[config.mk]
export PLATFORM = sky130hd
export DESIGN_NAME = i2c_target_responder
export DESIGN_NICKNAME = d
export VERILOG_FILES = /design/src/rtl/i2c_target_responder_pkg.sv /design/src/rtl/i2c_target_responder_line_sync.sv /design/src/rtl/i2c_target_responder.sv
export SDC_FILE = /design/constraint.sdc
export NUM_CORES = 1
export LEC_CHECK = 0
export BUFFER_PORTS_ARGS = -buffer_cell sky130_fd_sc_hd__buf_2
export CAP_MARGIN = 20
export CORE_UTILIZATION = 55
export CTS_BUF_LIST = sky130_fd_sc_hd__clkbuf_4
export CTS_CLUSTER_DIAMETER = 120
export CTS_CLUSTER_SIZE = 10
export DETAILED_ROUTE_END_ITERATION = 8
export PLACE_DENSITY_LB_ADDON = 0.08
export SLEW_MARGIN = 30
export SYNTH_ARGS = -nofsm -noshare
export SYNTH_HDL_FRONTEND = slang
export SYNTH_SLANG_ARGS = --single-unit
[constraint.sdc]
create_clock -name clk_i -period 3.1 [get_ports clk_i]
set_clock_uncertainty 0.1 [all_clocks]
set_input_delay 0.465 -clock clk_i [delete_from_list [all_inputs] [get_ports clk_i]]
set_output_delay 0.465 -clock clk_i [all_outputs]
set_load 0.01 [all_outputs]
[src/rtl/i2c_target_responder_pkg.sv]
// Shared I2C constants, the target FSM state type and a saturating byte counter helper.
package i2c_typedefs;

  localparam int I2C_ADDR_WIDTH = 7;
  localparam int I2C_BYTE_WIDTH = 8;
  localparam logic [I2C_ADDR_WIDTH-1:0] I2C_DEFAULT_TARGET_ADDR = 7'h22;

  typedef enum logic [2:0] {
    S_IDLE,
    S_ADDR,
    S_ADDR_ACK,
    S_WR_DATA,
    S_WR_ACK,
    S_RD_DATA,
    S_RD_ACK,
    S_IGNORE
  } i2c_target_state_t;

  function automatic logic [I2C_BYTE_WIDTH-1:0] sat_inc8(input logic [I2C_BYTE_WIDTH-1:0] v);
    return (v == '1) ? v : v + 8'd1;
  endfunction

endpackage

[src/rtl/i2c_target_responder_line_sync.sv]
// Two-flop synchronizer for SCL/SDA plus a history flop; flags SCL edges and START/STOP.
// Detection outputs are combinational from the synchronized and history flops.
module i2c_line_sync (
  input  logic i_clk,
  input  logic i_rst_n,
  input  logic i_scl,
  input  logic i_sda,
  output logic o_sda,
  output logic o_scl_rise,
  output logic o_scl_fall,
  output logic o_start,
  output logic o_stop
);

  logic [1:0] r_scl_sync;
  logic [1:0] r_sda_sync;
  logic       r_scl_hist;
  logic       r_sda_hist;

  // Reset to the idle-bus level so release of reset does not look like an edge.
  always_ff @(posedge i_clk or negedge i_rst_n) begin
    if (!i_rst_n) begin
      r_scl_sync <= 2'b11;
      r_sda_sync <= 2'b11;
      r_scl_hist <= 1'b1;
      r_sda_hist <= 1'b1;
    end else begin
      r_scl_sync <= {r_scl_sync[0], i_scl};
      r_sda_sync <= {r_sda_sync[0], i_sda};
      r_scl_hist <= r_scl_sync[1];
      r_sda_hist <= r_sda_sync[1];
    end
  end

  assign o_sda      = r_sda_sync[1];
  assign o_scl_rise = r_scl_sync[1] & ~r_scl_hist;
  assign o_scl_fall = ~r_scl_sync[1] & r_scl_hist;
  assign o_start    = r_scl_sync[1] & r_scl_hist & r_sda_hist & ~r_sda_sync[1];
  assign o_stop     = r_scl_sync[1] & r_scl_hist & ~r_sda_hist & r_sda_sync[1];

endmodule

[src/rtl/i2c_target_responder.sv]
// I2C target with a byte buffer: address match, ACK, write capture and read return.
// Optional SCL clock stretching after every 9th-clock fall when I2C_TARGET_CLK_STRETCH_EN is defined.
module i2c_target_responder
  import i2c_typedefs::*;
#(
  parameter logic [I2C_ADDR_WIDTH-1:0] TARGET_ADDR    = I2C_DEFAULT_TARGET_ADDR,
  parameter int                        MEM_DEPTH      = 32,
  parameter int                        STRETCH_CYCLES = 16
) (
  input  logic                         clk_i,
  input  logic                         rst_i,
  input  logic                         scl_i,
  input  logic                         sda_i,
  output logic                         sda_drv_o,
  output logic                         scl_drv_o,
  input  logic                         ld_en_i,
  input  logic [$clog2(MEM_DEPTH)-1:0] ld_addr_i,
  input  logic [I2C_BYTE_WIDTH-1:0]    ld_data_i,
  output logic [I2C_BYTE_WIDTH-1:0]    obs_data_o,
  output logic                         busy_o,
  output logic                         rw_o,
  output logic [7:0]                   byte_cnt_o,
  output logic                         done_o
);

  localparam int AW = $clog2(MEM_DEPTH);

  if (MEM_DEPTH < 4 || MEM_DEPTH > 256 || (MEM_DEPTH & (MEM_DEPTH - 1)) != 0 ||
      STRETCH_CYCLES < 1) begin : g_bad_param
    $error("i2c_target_responder: MEM_DEPTH must be a power of 2 in 4..256, STRETCH_CYCLES >= 1");
  end

  logic w_sda;
  logic w_rise;
  logic w_fall_raw;
  logic w_fall;
  logic w_start;
  logic w_stop;

  i2c_line_sync u_sync (
    .i_clk      (clk_i),
    .i_rst_n    (rst_i),
    .i_scl      (scl_i),
    .i_sda      (sda_i),
    .o_sda      (w_sda),
    .o_scl_rise (w_rise),
    .o_scl_fall (w_fall_raw),
    .o_start    (w_start),
    .o_stop     (w_stop)
  );

  i2c_target_state_t           r_state;
  i2c_target_state_t           w_state_nxt;
  logic [3:0]                  r_bit_cnt;
  logic [3:0]                  w_bit_cnt_nxt;
  logic [I2C_BYTE_WIDTH-1:0]   r_shift;
  logic [I2C_BYTE_WIDTH-1:0]   w_shift_nxt;
  logic [AW-1:0]               r_ptr;
  logic [AW-1:0]               w_ptr_nxt;
  logic [7:0]                  r_byte_cnt;
  logic [7:0]                  w_byte_cnt_nxt;
  logic                        r_rw;
  logic                        w_rw_nxt;
  logic                        r_busy;
  logic                        w_busy_nxt;
  logic                        r_done;
  logic                        w_done_nxt;
  logic                        r_sda_drv;
  logic                        w_sda_drv_nxt;
  logic                        r_nak;
  logic                        w_nak_nxt;
  logic                        w_mem_we;
  logic [I2C_BYTE_WIDTH-1:0]   w_rd_byte;
  logic [I2C_BYTE_WIDTH-1:0]   r_mem [MEM_DEPTH];

`ifdef I2C_TARGET_CLK_STRETCH_EN
  localparam int SCW = $clog2(STRETCH_CYCLES + 1);
  logic [SCW-1:0] r_stretch_cnt;
  logic           w_stretch_go;

  // Falls seen while we hold SCL are our own and must not advance the FSM.
  assign w_fall       = w_fall_raw && (r_stretch_cnt == '0);
  assign w_stretch_go = w_fall && !w_start && !w_stop &&
                        (r_state inside {S_ADDR_ACK, S_WR_ACK, S_RD_ACK});
  assign scl_drv_o    = (r_stretch_cnt != '0);

  always_ff @(posedge clk_i or negedge rst_i) begin
    if (!rst_i) begin
      r_stretch_cnt <= '0;
    end else if (w_stretch_go) begin
      r_stretch_cnt <= SCW'(STRETCH_CYCLES);
    end else if (r_stretch_cnt != '0) begin
      r_stretch_cnt <= r_stretch_cnt - SCW'(1);
    end
  end
`else
  assign w_fall    = w_fall_raw;
  assign scl_drv_o = 1'b0;
`endif

  assign w_rd_byte = r_mem[r_ptr];

  always_comb begin
    w_state_nxt    = r_state;
    w_bit_cnt_nxt  = r_bit_cnt;
    w_shift_nxt    = r_shift;
    w_ptr_nxt      = r_ptr;
    w_byte_cnt_nxt = r_byte_cnt;
    w_rw_nxt       = r_rw;
    w_busy_nxt     = r_busy;
    w_done_nxt     = 1'b0;
    w_sda_drv_nxt  = r_sda_drv;
    w_nak_nxt      = r_nak;
    w_mem_we       = 1'b0;

    if (w_stop) begin
      w_state_nxt   = S_IDLE;
      w_sda_drv_nxt = 1'b0;
      w_busy_nxt    = 1'b0;
      w_done_nxt    = r_busy;
    end else if (w_start) begin
      w_state_nxt   = S_ADDR;
      w_bit_cnt_nxt = 4'd0;
      w_sda_drv_nxt = 1'b0;
      w_busy_nxt    = 1'b0;
      w_done_nxt    = r_busy;
    end else begin
      unique case (r_state)
        S_ADDR, S_WR_DATA: begin
          if (w_rise) begin
            w_shift_nxt   = {r_shift[6:0], w_sda};
            w_bit_cnt_nxt = r_bit_cnt + 4'd1;
          end else if (w_fall && r_bit_cnt == 4'd8) begin
            if (r_state == S_ADDR) begin
              if (r_shift[7:1] == TARGET_ADDR) begin
                w_state_nxt    = S_ADDR_ACK;
                w_ptr_nxt      = '0;
                w_byte_cnt_nxt = 8'd0;
                w_rw_nxt       = r_shift[0];
                w_busy_nxt     = 1'b1;
                w_sda_drv_nxt  = 1'b1;
              end else begin
                w_state_nxt = S_IGNORE;
              end
            end else begin
              w_mem_we       = 1'b1;
              w_ptr_nxt      = r_ptr + AW'(1);
              w_byte_cnt_nxt = sat_inc8(r_byte_cnt);
              w_state_nxt    = S_WR_ACK;
              w_sda_drv_nxt  = 1'b1;
            end
          end
        end
        S_ADDR_ACK, S_WR_ACK: begin
          if (w_fall) begin
            w_bit_cnt_nxt = 4'd0;
            if (r_state == S_ADDR_ACK && r_rw) begin
              w_state_nxt   = S_RD_DATA;
              w_shift_nxt   = w_rd_byte;
              w_sda_drv_nxt = ~w_rd_byte[7];
            end else begin
              w_state_nxt   = S_WR_DATA;
              w_sda_drv_nxt = 1'b0;
            end
          end
        end
        S_RD_DATA: begin
          if (w_rise) begin
            w_bit_cnt_nxt = r_bit_cnt + 4'd1;
          end else if (w_fall) begin
            if (r_bit_cnt == 4'd8) begin
              w_state_nxt   = S_RD_ACK;
              w_sda_drv_nxt = 1'b0;
            end else begin
              w_shift_nxt   = {r_shift[6:0], 1'b0};
              w_sda_drv_nxt = ~r_shift[6];
            end
          end
        end
        S_RD_ACK: begin
          // The master's ACK/NAK is captured on the rise; the next byte starts on the fall.
          if (w_rise) begin
            w_nak_nxt      = w_sda;
            w_byte_cnt_nxt = sat_inc8(r_byte_cnt);
            if (!w_sda) begin
              w_ptr_nxt = r_ptr + AW'(1);
            end
          end else if (w_fall) begin
            if (r_nak) begin
              w_state_nxt = S_IGNORE;
            end else begin
              w_state_nxt   = S_RD_DATA;
              w_bit_cnt_nxt = 4'd0;
              w_shift_nxt   = w_rd_byte;
              w_sda_drv_nxt = ~w_rd_byte[7];
            end
          end
        end
        default: begin
        end
      endcase
    end
  end

  always_ff @(posedge clk_i or negedge rst_i) begin
    if (!rst_i) begin
      r_state <= S_IDLE;
    end else begin
      r_state <= w_state_nxt;
    end
  end

  always_ff @(posedge clk_i or negedge rst_i) begin
    if (!rst_i) begin
      r_bit_cnt  <= 4'd0;
      r_shift    <= '0;
      r_ptr      <= '0;
      r_byte_cnt <= 8'd0;
      r_rw       <= 1'b0;
      r_busy     <= 1'b0;
      r_done     <= 1'b0;
      r_sda_drv  <= 1'b0;
      r_nak      <= 1'b0;
    end else begin
      r_bit_cnt  <= w_bit_cnt_nxt;
      r_shift    <= w_shift_nxt;
      r_ptr      <= w_ptr_nxt;
      r_byte_cnt <= w_byte_cnt_nxt;
      r_rw       <= w_rw_nxt;
      r_busy     <= w_busy_nxt;
      r_done     <= w_done_nxt;
      r_sda_drv  <= w_sda_drv_nxt;
      r_nak      <= w_nak_nxt;
    end
  end

  // Buffer is not reset; a bus write to the same entry overrides a host load.
  always_ff @(posedge clk_i) begin
    if (w_mem_we) begin
      r_mem[r_ptr] <= r_shift;
    end
    if (ld_en_i && !(w_mem_we && ld_addr_i == r_ptr)) begin
      r_mem[ld_addr_i] <= ld_data_i;
    end
  end

  assign sda_drv_o  = r_sda_drv;
  assign obs_data_o = r_mem[ld_addr_i];
  assign busy_o     = r_busy;
  assign rw_o       = r_rw;
  assign byte_cnt_o = r_byte_cnt;
  assign done_o     = r_done;

endmodule

==> After elaboration in Yosys (flattened, before gate mapping) <==
Memories as Yosys holds them, arrays and structs flattened.
Index checks and enable logic that the tools add are counted.
{ "classes": {"n_eq_ne": 40, "addsub": 3, "bitwise_logic": 16, "reduce_logical": 25, "mux": 79} }
{ "op_table": {"columns": ["op", "n"], "rows": [
  ["8-bit two-way mux", 15],
  ["3-bit two-way mux", 13],
  ["1-bit two-way mux", 32],
  ["8-bit case mux with 4 select lines", 1],
  ["5-bit two-way mux", 6],
  ["4-bit two-way mux", 6],
  ["4-bit by 2-bit inequality test with 1-bit output, second input constant", 6],
  ["2-bit inequality test, second input constant", 11],
  ["7-bit AND reduction", 3],
  ["8-bit case mux with 2 select lines", 1],
  ["4-bit inequality test, second input constant", 3],
  ["3-bit case mux with 4 select lines", 1],
  ["4-bit case mux with 3 select lines", 1],
  ["12-bit AND reduction", 1],
  ["3-bit nonzero test", 4],
  ["5-bit case mux with 2 select lines", 1],
  ["10-bit AND reduction", 1],
  ["3-bit equality test, second input constant", 3],
  ["3-bit by 2-bit inequality test with 1-bit output, second input constant", 3],
  ["3-bit inequality test, second input constant", 3],
  ["1-bit NOT", 9],
  ["9-bit AND reduction", 1],
  ["8-bit by 1-bit adder with 8-bit output, second input constant", 1],
  ["8-bit equality test, second input constant", 1],
  ["other kinds (23)", 36]
]} }
{ "totals": {"out_inout_bits": 21, "mem_count": 1, "ramBits": 256, "register_bits": 39, "inputBits": 18, "elab_cells": 178} }
{ "memory_table": {"columns": ["memory", "words", "word_bits", "read_ports", "rd_ports_with_merged_regs", "wr", "line", "rtl"], "rows": [
  ["r_mem", 32, 8, 2, 0, 2, "i2c_target_responder.sv:74", "logic [I2C_BYTE_WIDTH-1:0] r_mem [MEM_DEPTH];"]
]} }

==> Depth between registers and ports, before layout <==
Gate-level depths: netlist (run 1).
{ "logic_depth": {"word_depth": 13, "ltp_mapped": 9, "mapped_depth_nobuf": 7} }

==> Cells and area by module <==
A second synthesis (run 1) with hierarchy kept.
{ "hier_totals": {"hier_cells": 1249, "hier_area_um2": 18061.1} }
{ "modules_own_cells": {"columns": ["mod", "instances", "seq_area_each_um2", "cells_each", "area_per_inst_um2"], "rows": [
  ["i2c_target_responder", 1, 8513.2, 1239, 17870.9],
  ["i2c_line_sync", 1, 157.7, 10, 190.2]
]} }

==> Worst setup path before layout (run 1) <==
Ideal clock, no wire load.
{ "synth_path": {"path_type": "input to output", "from": "in ld_addr_i[0]", "to": "out obs_data_o[1]", "arrival_time_ns": 2.097, "path_stages": 5, "path_slack_ns": 0.438, "n_path_buf": 2, "required_ns": 2.535, "path_cell_list": "clkbuf_1 -> buf_1 -> mux4_2 -> a22oi_1 -> nand4_1"} }
{ "synth_via": {"elab_chain_cells": 1} }
{ "synth_lines": {"columns": ["item", "line", "rtl"], "rows": [
  ["start, declared", "i2c_target_responder.sv:17", "input logic [$clog2(MEM_DEPTH)-1:0] ld_addr_i,"],
  ["memory read 32 x 8 bit", null, null],
  ["end, declared", "i2c_target_responder.sv:19", "output logic [I2C_BYTE_WIDTH-1:0] obs_data_o,"]
]} }
No other way between the ends.

==> flow_summary.toml, run 1 <==
[outcome]
status = "finished clean"

[clock_tree]
clkTransAtPathRegs_ns = 0.13
clockBufferDepth = 3
root_buffer = "clkbuf_4"
clk-insertion-delay-late_ns = 0.71
numCtsBuffers = 35
h-tree-depth = 2
cts_tree = "done"
cts.sinks = 295

[floorplanning]
initial_core_util_pct = 55.9
dieArea_um2 = 32800
die_w_um = 181
core_area_um2 = 31600
pin_count = 39
dieHeight_um = 181
rows = 65

[timing]
maxSlewViolCount = 0
rsz0062_at_grt = "no"
finalCriticalPeriod_ns = 3.03
worst_pin_slew_ns = 0.988
fmax_ghz = 0.330
setup_viol = 0
min_period_over_period_pct = 97.8
final.setup.tns_ns = 0
hold_viol_final = 0
slew_headroom_pct = 34.1

[critical_path]
end_kind = "primary output"
crit_chain = "mux4_2 -> a22oi_1 -> nand4_1 -> buf_2"
cp.required_ns = 2.53
path_delay_family = "multiplexers"
path_class = "register to primary output"
startpoint_type = "register"
slowest_stage = "mux4_2"
critPathMaxStageDelay_ns = 0.53
cp_max_fo = 2
worstPathArrival_ns = 2.47
crit_buf_inv = 1

[drt]
via_per_inst = 7.63
wl_mm = 60.4
vias = 13600
drc = 0
drt_iter0_drc = 1817
wl_per_cell_um = 33.9
antenna_left = 0
dr.pass1.iters = 6

[global_routing]
antenna_found_initial = 2
grt_overflow = 0
grt_first_pass_wirelength_mm = 88.7
grt_pass1_vias = 13200
grt.total_usage_pct = 37.4
grt_max_degree = 41

[logic_synthesis]
seq_area_frac_synth_pct = 49.2
synth_async_sr_flop_share_pct = 13.2
ys_seq_elements = 295
syn_inst = 1319
yosys_most_used_dff = "edfxtp_1"
ys_warn_count = 0
synth_edf_count = 256
synth_nets = 1344
syn_area_um2 = 17600
ys_types = 74
avgSynthCellArea_um2 = 13.4

[layout]
fin_nets = 1396
multi_input_area_um2 = 8290
design_area_um2 = 19200
layout-drive-gt1-share_pct = 28.1
ff_latch_area_um2 = 8680
fillerInstances = 2561
fin_cells = 1779
area_delta_synth_final_pct = 8.89

[placed_design]
postPlaceCellArea_um2 = 18900
dpl.hpwl_mm = 41.1
place.gp.congestion = 1.05
dp_cells = 1733
io_buffers = 37

[run]
maxCapViolCount = 0

[min_path]
hold_path.class = "input port to async pin"

[pwr]
vdd_drop_max_mv = 0.374
p_leak_uw = 0.00648
powerDensity_nw_per_um2 = 603
power_uw = 11600
final cells by class:
class | count | share of cell area [%]
Antenna cell | 1 | 0.0130
Clock buffer | 40 | 1.56
Sequential cell | 295 | 45.2
Tap cell | 402 | 2.62
Clock inverter | 2 | 0.0586
Multi-Input combinational cell | 866 | 43.2
Timing Repair Buffer | 160 | 7.15
Inverter | 13 | 0.254
worst paths after layout:
kind / end / slack (ns) / cells past startpoint / from
worst min-delay path: busy_o / 0.20 / 2 / rst_i
min in group clk_i: u_sync.r_scl_sync[1] / 0.26 / 0 / u_sync.r_scl_sync[0]
max in group asynchronous: r_ptr[1] / 2.30 / 2 / rst_i
worst max register to register: r_shift[5] / 0.10 / 5 / r_ptr[0]
worst min register to register: u_sync.r_scl_sync[1] / 0.26 / 0 / u_sync.r_scl_sync[0]
worst max-delay path: obs_data_o[7] / 0.07 / 4 / r_mem[0][7]
cells in the final DEF, fill, tap and decap left out, types with 12 or more instances in the layout:
cell type | Yosys | routed
o22ai_1 | 12 | 12
nand2_1 | 98 | 98
nand4_1 | 13 | 13
nand3_1 | 12 | 12
o21ai_0 | 56 | 56
nand2_4 | 32 | 32
buf_4 | 7 | 103
buf_12 | 0 | 20
a21oi_1 | 14 | 14
o2bb2ai_1 | 257 | 257
nor2_1 | 20 | 19
buf_2 | 48 | 34
clkbuf_4 | 0 | 40
mux4_2 | 115 | 115
dfrtp_1 | 33 | 31
edfxtp_1 | 256 | 256
mux2i_1 | 29 | 29
inv_1 | 12 | 12
a22oi_1 | 52 | 52
per-stage QoR:
stage / util, % / setup WS [ns] / hold WS, ns
after floorplan: - / 0.438 / 0.0694
after global placement: 59.8 / 0.217 / 0.247
after detailed placement: 59.8 / 0.229 / 0.249
after CTS: 60.8 / 0.0874 / 0.266
after global routing: 60.9 / 0.0294 / 0.227
final: 60.9 / 0.0695 / 0.195
where the power goes:
group	internal, uW	switching (uW)	leakage, uW
sequential	4970	234	0.00280
clock	597	1340	0.000188
combinational	2080	2360	0.00349
flip-flops by register name, summed over array words and instances, names as in the netlist:
register	count
r_mem	256
byte_cnt_o	8
r_shift	8
r_ptr	5
r_bit_cnt	4
r_state	3
u_sync.r_scl_sync	2
u_sync.r_sda_sync	2
busy_o	1
done_o	1
r_nak	1
rw_o	1
sda_drv_o	1
u_sync.r_scl_hist	1
u_sync.r_sda_hist	1
logic make-up (layout without fill, tap and decap cells):
kind of cell / Yosys count / after routing / share of synthesized area (%)
AOI/OAI and AO/OA: 454 / 454 / 20.9
xor gates and xnor gates: 6 / 6 / 0.298
adders and majority gates: 7 / 7 / 0.497
buffers and inverters: 158 / 215 / 3.98
DFF: 295 / 295 / 49.2
muxes: 151 / 151 / 16.8
other: 1 / 2 / 0.0213
and+or+nand+nor: 247 / 247 / 8.33
layer usage:
layer,vias up,GRT usage [%],routed length (um)
li1,5575,-,-
met1,6817,51.1,22900
met2,964,56.6,27000
met3,209,8.43,7130
met4,0,18.3,3380
met5,-,0,0
cell usage after synthesis (4+ instances only):
| cell | number | share of area [%] |
|---|---|---|
| nor3_1 | 6 | 0.17 |
| and3_1 | 7 | 0.25 |
| o2bb2ai_1 | 257 | 13 |
| mux2_2 | 7 | 0.45 |
| clkbuf_1 | 60 | 1.3 |
| mux2i_1 | 29 | 1.6 |
| nor2b_1 | 10 | 0.35 |
| nand2_1 | 98 | 2.1 |
| ha_1 | 7 | 0.50 |
| o21ai_0 | 56 | 1.6 |
| nor2_1 | 20 | 0.43 |
| nand3_1 | 12 | 0.34 |
| buf_1 | 27 | 0.57 |
| o31ai_1 | 10 | 0.43 |
| buf_2 | 48 | 1.4 |
| o22ai_1 | 12 | 0.43 |
| mux4_2 | 115 | 15 |
| inv_1 | 12 | 0.26 |
| dfrtp_1 | 33 | 4.7 |
| o311a_1 | 4 | 0.23 |
| o311ai_4 | 4 | 0.60 |
| and2_1 | 6 | 0.21 |
| and3b_1 | 6 | 0.30 |
| dfstp_2 | 6 | 0.89 |
| nor3b_1 | 8 | 0.34 |
| a22oi_1 | 52 | 2.2 |
| edfxtp_1 | 256 | 44 |
| nand3b_1 | 5 | 0.21 |
| or2_2 | 4 | 0.14 |
| nand2_4 | 32 | 2.0 |
| a32oi_1 | 5 | 0.25 |
| nand2b_1 | 4 | 0.14 |
| buf_4 | 7 | 0.30 |
| xnor2_1 | 6 | 0.30 |
| a21oi_1 | 14 | 0.40 |
| nand4_1 | 13 | 0.46 |
worst reg2reg max path: stages, from the launching register on:
cell and delay (ns):
dfrtp_4 0.77, mux4_2 0.62, a22o_1 0.28, a2111oi_1 0.58
a32oi_1 0.25, mux2_2 0.31
repair_timing:
action	4_1_cts	5_1_grt
buffers inserted	0	0
endpoints found under the hold margin	35	0
resized for setup	0	0
hold buffers	3	0
Power figures use the tool's default switching activity.
==> run 2: changes to the inputs <==
Settings changed: CORE_UTILIZATION 55 to 25, CTS_CLUSTER_SIZE 10 to not set.
==> run 2 against run 1 <==
Net effect: the run now ends with setup timing left; combinational power increased by 6.7%; total power increased by 21%; via count increased by 1.9%; sequential cell count unchanged; sequential share of layout area decreased by 4.0 points.
==> flow_summary.toml, run 2 (synthesis gave the netlist of run 1 again) <==
[critical_path]
end_kind = "primary output"
startpoint_type = "register"
cp.required_ns = 2.53
path_class = "register to primary output"
crit_chain = "mux4_2 -> a22oi_2 -> nand4_1 -> buf_2"
path_delay_family = "multiplexers"
critPathMaxStageDelay_ns = 0.56
worstPathArrival_ns = 2.58
cp_max_fo = 2
slowest_stage = "mux4_2"
crit_buf_inv = 1

[placed_design]
io_buffers = 37
dpl.hpwl_mm = 54.0
place.gp.congestion = 0.829
dp_cells = 2296
postPlaceCellArea_um2 = 19700

[pwr]
p_leak_uw = 0.00712
powerDensity_nw_per_um2 = 667
vdd_drop_max_mv = 0.412

[clock_tree]
cts_tree = "done"
clk-insertion-delay-late_ns = 0.86
clockBufferDepth = 3
h-tree-depth = 3
cts.sinks = 295
clkTransAtPathRegs_ns = 0.07
numCtsBuffers = 91
root_buffer = "clkbuf_4"

[layout]
fin_util_pct = 30.1
fin_nets = 1482
layout_commonest_cell = "o2bb2ai_1"
largest_reg_flops = 256
layout-drive-gt1-share_pct = 34.5
design_area_um2 = 21100
area_delta_synth_final_pct = 19.4
final_cell_mix = "257 x o2bb2ai_1, 256 x edfxtp_1, 132 x buf_4"
top_register = "r_mem"
fin_cells = 2471

[min_path]
hold_path.class = "input port to async pin"

[global_routing]
grt_first_pass_wirelength_mm = 109
grt.total_usage_pct = 21.8
grt_max_degree = 65
grt_pass1_vias = 13800
antenna_found_initial = 5
grt_overflow = 0

[floorplanning]
initial_core_util_pct = 25.2
die_w_um = 268
core_area_um2 = 69900
dieHeight_um = 268
dieArea_um2 = 71600
pin_count = 39
rows = 97

[timing]
final.setup.tns_ns = -0.0402
min_period_over_period_pct = 101
setup_viol = 1
worst_slack_ns = -0.0402
maxSlewViolCount = 0
hold_viol_final = 0
worst_pin_slew_ns = 0.715
finalCriticalPeriod_ns = 3.14
fmax_ghz = 0.318
rsz0062_at_grt = "yes"
slew_headroom_pct = 52.0

[drt]
via_per_inst = 5.59
vias = 13800
drt_iter0_drc = 1273
antenna_left = 0
wl_per_cell_um = 31.4
wl_mm = 77.6
drc = 0
dr.pass1.iters = 7

[outcome]
status = "complete, but fails checks"
violations = "setup timing"

[run]
maxCapViolCount = 0
## run 2: cell count changes in the layout (fill, tap and decap cells not counted), sizes merged
| cell | before | now |
|---|---|---|
| buf | 157 | 187 |
| clkbuf | 40 | 127 |
| clkinvlp | 1 | 0 |
| bufinv | 0 | 3 |
| diode | 1 | 4 |
| clkinv | 1 | 33 |
## run 2: where the power goes
| group | internal (uW) | switching [uW] |
|---|---|---|
| Clock | 2130 | 1960 |
| Sequential | 4980 | 229 |
| Combinational | 2170 | 2580 |
## run 2: layout make-up
type                    count  area, um2
fillers                  7200      48800
inverters                  13       48.8
multi-input cells         866       8370
well taps                 940       1180
diodes                      4       10.0
repair buffers            190       1600
clock buffers             127        953
flip-flops and latches    295       8680
clock inverters            36        219
## run 2: routing by layer
layer | track usage, % | up-vias | part of all wire, %
met5 | 0 | - | 0
met4 | 7.47 | 0 | 2.8
met3 | 2.76 | 104 | 5.7
met2 | 33.8 | 596 | 46
met1 | 31.1 | 7290 | 46
li1 | - | 5835 | -
## run 2: worst reg2reg max path, stage by stage (launching register included)
cell and delay (ns):
dfrtp_4 0.67, buf_4 0.30, mux2i_1 0.34, o221ai_1 0.19, a222oi_1 0.64, buf_4 0.24, a32oi_1 0.08, mux2_2 0.27
## run 2: path summary, 6_finish.rpt
check	cells past startpoint	to	slack (ns)	from
min in group clk_i	2	u_sync.r_sda_sync[0]	0.20	sda_i
worst min-delay path	2	r_nak	0.08	rst_i
max in group asynchronous	2	r_ptr[0]	2.37	rst_i
worst max register to register	7	r_shift[7]	0.14	r_ptr[1]
worst max-delay path	4	obs_data_o[3]	-0.04	r_mem[20][3]
worst min register to register	0	u_sync.r_scl_sync[1]	0.26	u_sync.r_scl_sync[0]
## run 2: repair_timing
action                                 CTS  global route
setup buffers                            4             1
setup endpoints to repair                9             7
hold buffers                             3             0
pin swaps                               13             2
endpoints found under the hold margin   35             0
gates resized for setup                 15             2
## run 2: stage by stage
step | hold slack [ns] | setup WS, ns | total power, uW
3_3_place_gp | 0.248 | 0.0559 | 10000
4_1_cts | 0.0778 | -0.112 | 14200
6_report | 0.0836 | -0.0402 | 14000
2_1_floorplan | 0.0694 | 0.438 | 8430
5_1_grt | 0.0632 | -0.0843 | 14700
3_5_place_dp | 0.251 | 0.0710 | 10000
==> run 3: changes to the inputs <==
Settings changed: CORE_ASPECT_RATIO set to 1.5.
Clock period 3.1 ns to 3 ns, I/O delays scaled along.
==> run 3 against run 2 <==
Net effect: the run still ends with setup timing left; final cell count fell by 1.3%; first-iteration DRC count fell by 11%; critical path depth did not move; total power rose by 1.5%; count of clock-buffer cells in the layout fell by 15; highest routed layer unchanged; combinational power rose by 5.5%; clock power fell by 4%; sequential share of layout area fell by 0.40 points; largest power group unchanged; worst setup slack got worse by 0.083 ns; die area barely moved; routed wire length rose by 4.1%; core utilization rose by 0.52 points.
==> flow_summary.toml, run 3 (synthesis gave the netlist of run 1 again) <==
[timing]
slew_headroom_pct = 41.4
fmax_ghz = 0.320
final.setup.tns_ns = -0.650
finalCriticalPeriod_ns = 3.12
rsz0062_at_grt = "yes"
maxSlewViolCount = 0
setup_viol = 8
min_period_over_period_pct = 104
worst_pin_slew_ns = 0.872
hold_viol_final = 0
worst_slack_ns = -0.123

[drt]
via_per_inst = 5.60
wl_mm = 80.8
drc = 0
dr.pass1.iters = 5
antenna_left = 0
drt_iter0_drc = 1130
vias = 13600
wl_per_cell_um = 33.1

[floorplanning]
rows = 118
dieArea_um2 = 71600
die_w_um = 219
pin_count = 39
core_area_um2 = 69400
initial_core_util_pct = 25.4
dieHeight_um = 327

[layout]
fillerInstances = 6945
fin_cells = 2438
top_register = "r_mem"
area_delta_synth_final_pct = 20.6
largest_reg_flops = 256
layout_commonest_cell = "o2bb2ai_1"
design_area_um2 = 21300
layout-drive-gt1-share_pct = 35.7
final_cell_mix = "257 x o2bb2ai_1, 256 x edfxtp_1, 151 x buf_4"
fin_nets = 1503

[outcome]
status = "complete, but fails checks"
violations = "setup timing"

[placed_design]
dp_cells = 2284
postPlaceCellArea_um2 = 20000
place.gp.congestion = 0.856
dp_slack_ns = -0.0838
dpl.hpwl_mm = 58.2
io_buffers = 37

[critical_path]
crit_buf_inv = 1
startpoint_type = "register"
path_class = "register to primary output"
cp_max_fo = 2
end_kind = "primary output"
worstPathArrival_ns = 2.57
crit_chain = "mux4_2 -> a22oi_2 -> nand4_1 -> buf_2"
cp.required_ns = 2.45
slowest_stage = "mux4_2"
cp-startpoint = "r_mem[23][3]"
r2r_setup_slack_ns = 0.12
r2r_start = "r_ptr[1]"
critPathMaxStageDelay_ns = 0.57
path_delay_family = "multiplexers"

[clock_tree]
h-tree-depth = 3
root_buffer = "clkbuf_4"
cts.sinks = 295
numCtsBuffers = 81
clockBufferDepth = 3
clkTransAtPathRegs_ns = 0.07
clk-insertion-delay-late_ns = 0.87
cts_tree = "done"

[global_routing]
grt.total_usage_pct = 22.8
grt_pass1_vias = 14100
antenna_found_initial = 2
grt_overflow = 0
grt_max_degree = 35
grt_first_pass_wirelength_mm = 113

[pwr]
vdd_drop_max_mv = 0.564
swShare_pct = 33.5
net-switching-power_uw = 4770
seqPwrFrac_pct = 37.4
powerDensity_nw_per_um2 = 670
p_leak_uw = 0.00723
combPwrFrac_pct = 35.1
internal_power_uw = 9480
p_clk_share_pct = 27.5
power_uw = 14200

[run]
maxCapViolCount = 0

[min_path]
hold_path.class = "input port to async pin"
-- run 3: stage by stage --
| stage | hold slack (ns) | utilization, % |
|---|---|---|
| finish | 0.0917 | 30.6 |
| global route | 0.106 | 30.6 |
| CTS | 0.0346 | 30.5 |
| detailed placement | 0.247 | 28.8 |
| global placement | 0.249 | 28.8 |
| floorplan | 0.0544 | - |
-- run 3: power groups by stage --
stage / logic (uW) / registers (uW) / clock network (uW)
final: 5010 / 5330 / 3920
after CTS: 5030 / 5330 / 4030
after detailed placement: 5010 / 5410 / 0
after global placement: 4970 / 5420 / 0
after floorplan: 3430 / 5280 / 0
after global routing: 5360 / 5340 / 4220
-- run 3: layer usage --
metal / global-route usage, % / vias to the layer above / part of all wire [%]
li1: - / 5865 / -
met4: 11.9 / 0 / 5.5
met1: 26.1 / 7164 / 38
met3: 3.11 / 148 / 4.1
met5: 0 / - / 0
met2: 40.7 / 472 / 52
-- run 3: layout make-up --
cell class                      instances  area [um2]  area share (%)
Tap cell                              900        1130            5.30
Multi-Input combinational cell        866        8400            39.5
Sequential cell                       295        8680            40.8
Antenna cell                            5        12.5          0.0588
Clock inverter                         26         206           0.971
Inverter                               13        48.8           0.229
Timing Repair Buffer                  221        1950            9.18
Clock buffer                          112         841            3.95
-- run 3: final timing paths --
| kind | endpoint | depth (start not counted) |
|---|---|---|
| worst max-delay path | obs_data_o[3] | 4 |
| worst min register to register | u_sync.r_sda_sync[1] | 0 |
| min in group clk_i | u_sync.r_scl_sync[0] | 2 |
| max in group asynchronous | u_sync.r_sda_hist | 3 |
| worst max register to register | r_shift[7] | 7 |
| worst min-delay path | byte_cnt_o[5] | 2 |
-- run 3: worst reg2reg max path, cell delays in order, from the launching register on --
cell	delay, ns
dfrtp_4	0.69
buf_4	0.35
mux2i_1	0.28
o22ai_1	0.19
a222oi_1	0.56
buf_4	0.24
a32oi_1	0.08
mux2_2	0.27
-- run 3: what timing repair did --
| item | CTS | global route |
|---|---|---|
| gates resized for setup | 18 | 7 |
| hold buffers | 3 | 0 |
| hold endpoints to repair | 28 | 0 |
| buffers inserted | 3 | 6 |
| endpoints found under the setup margin | 8 | 10 |
| pin swaps | 13 | 8 |
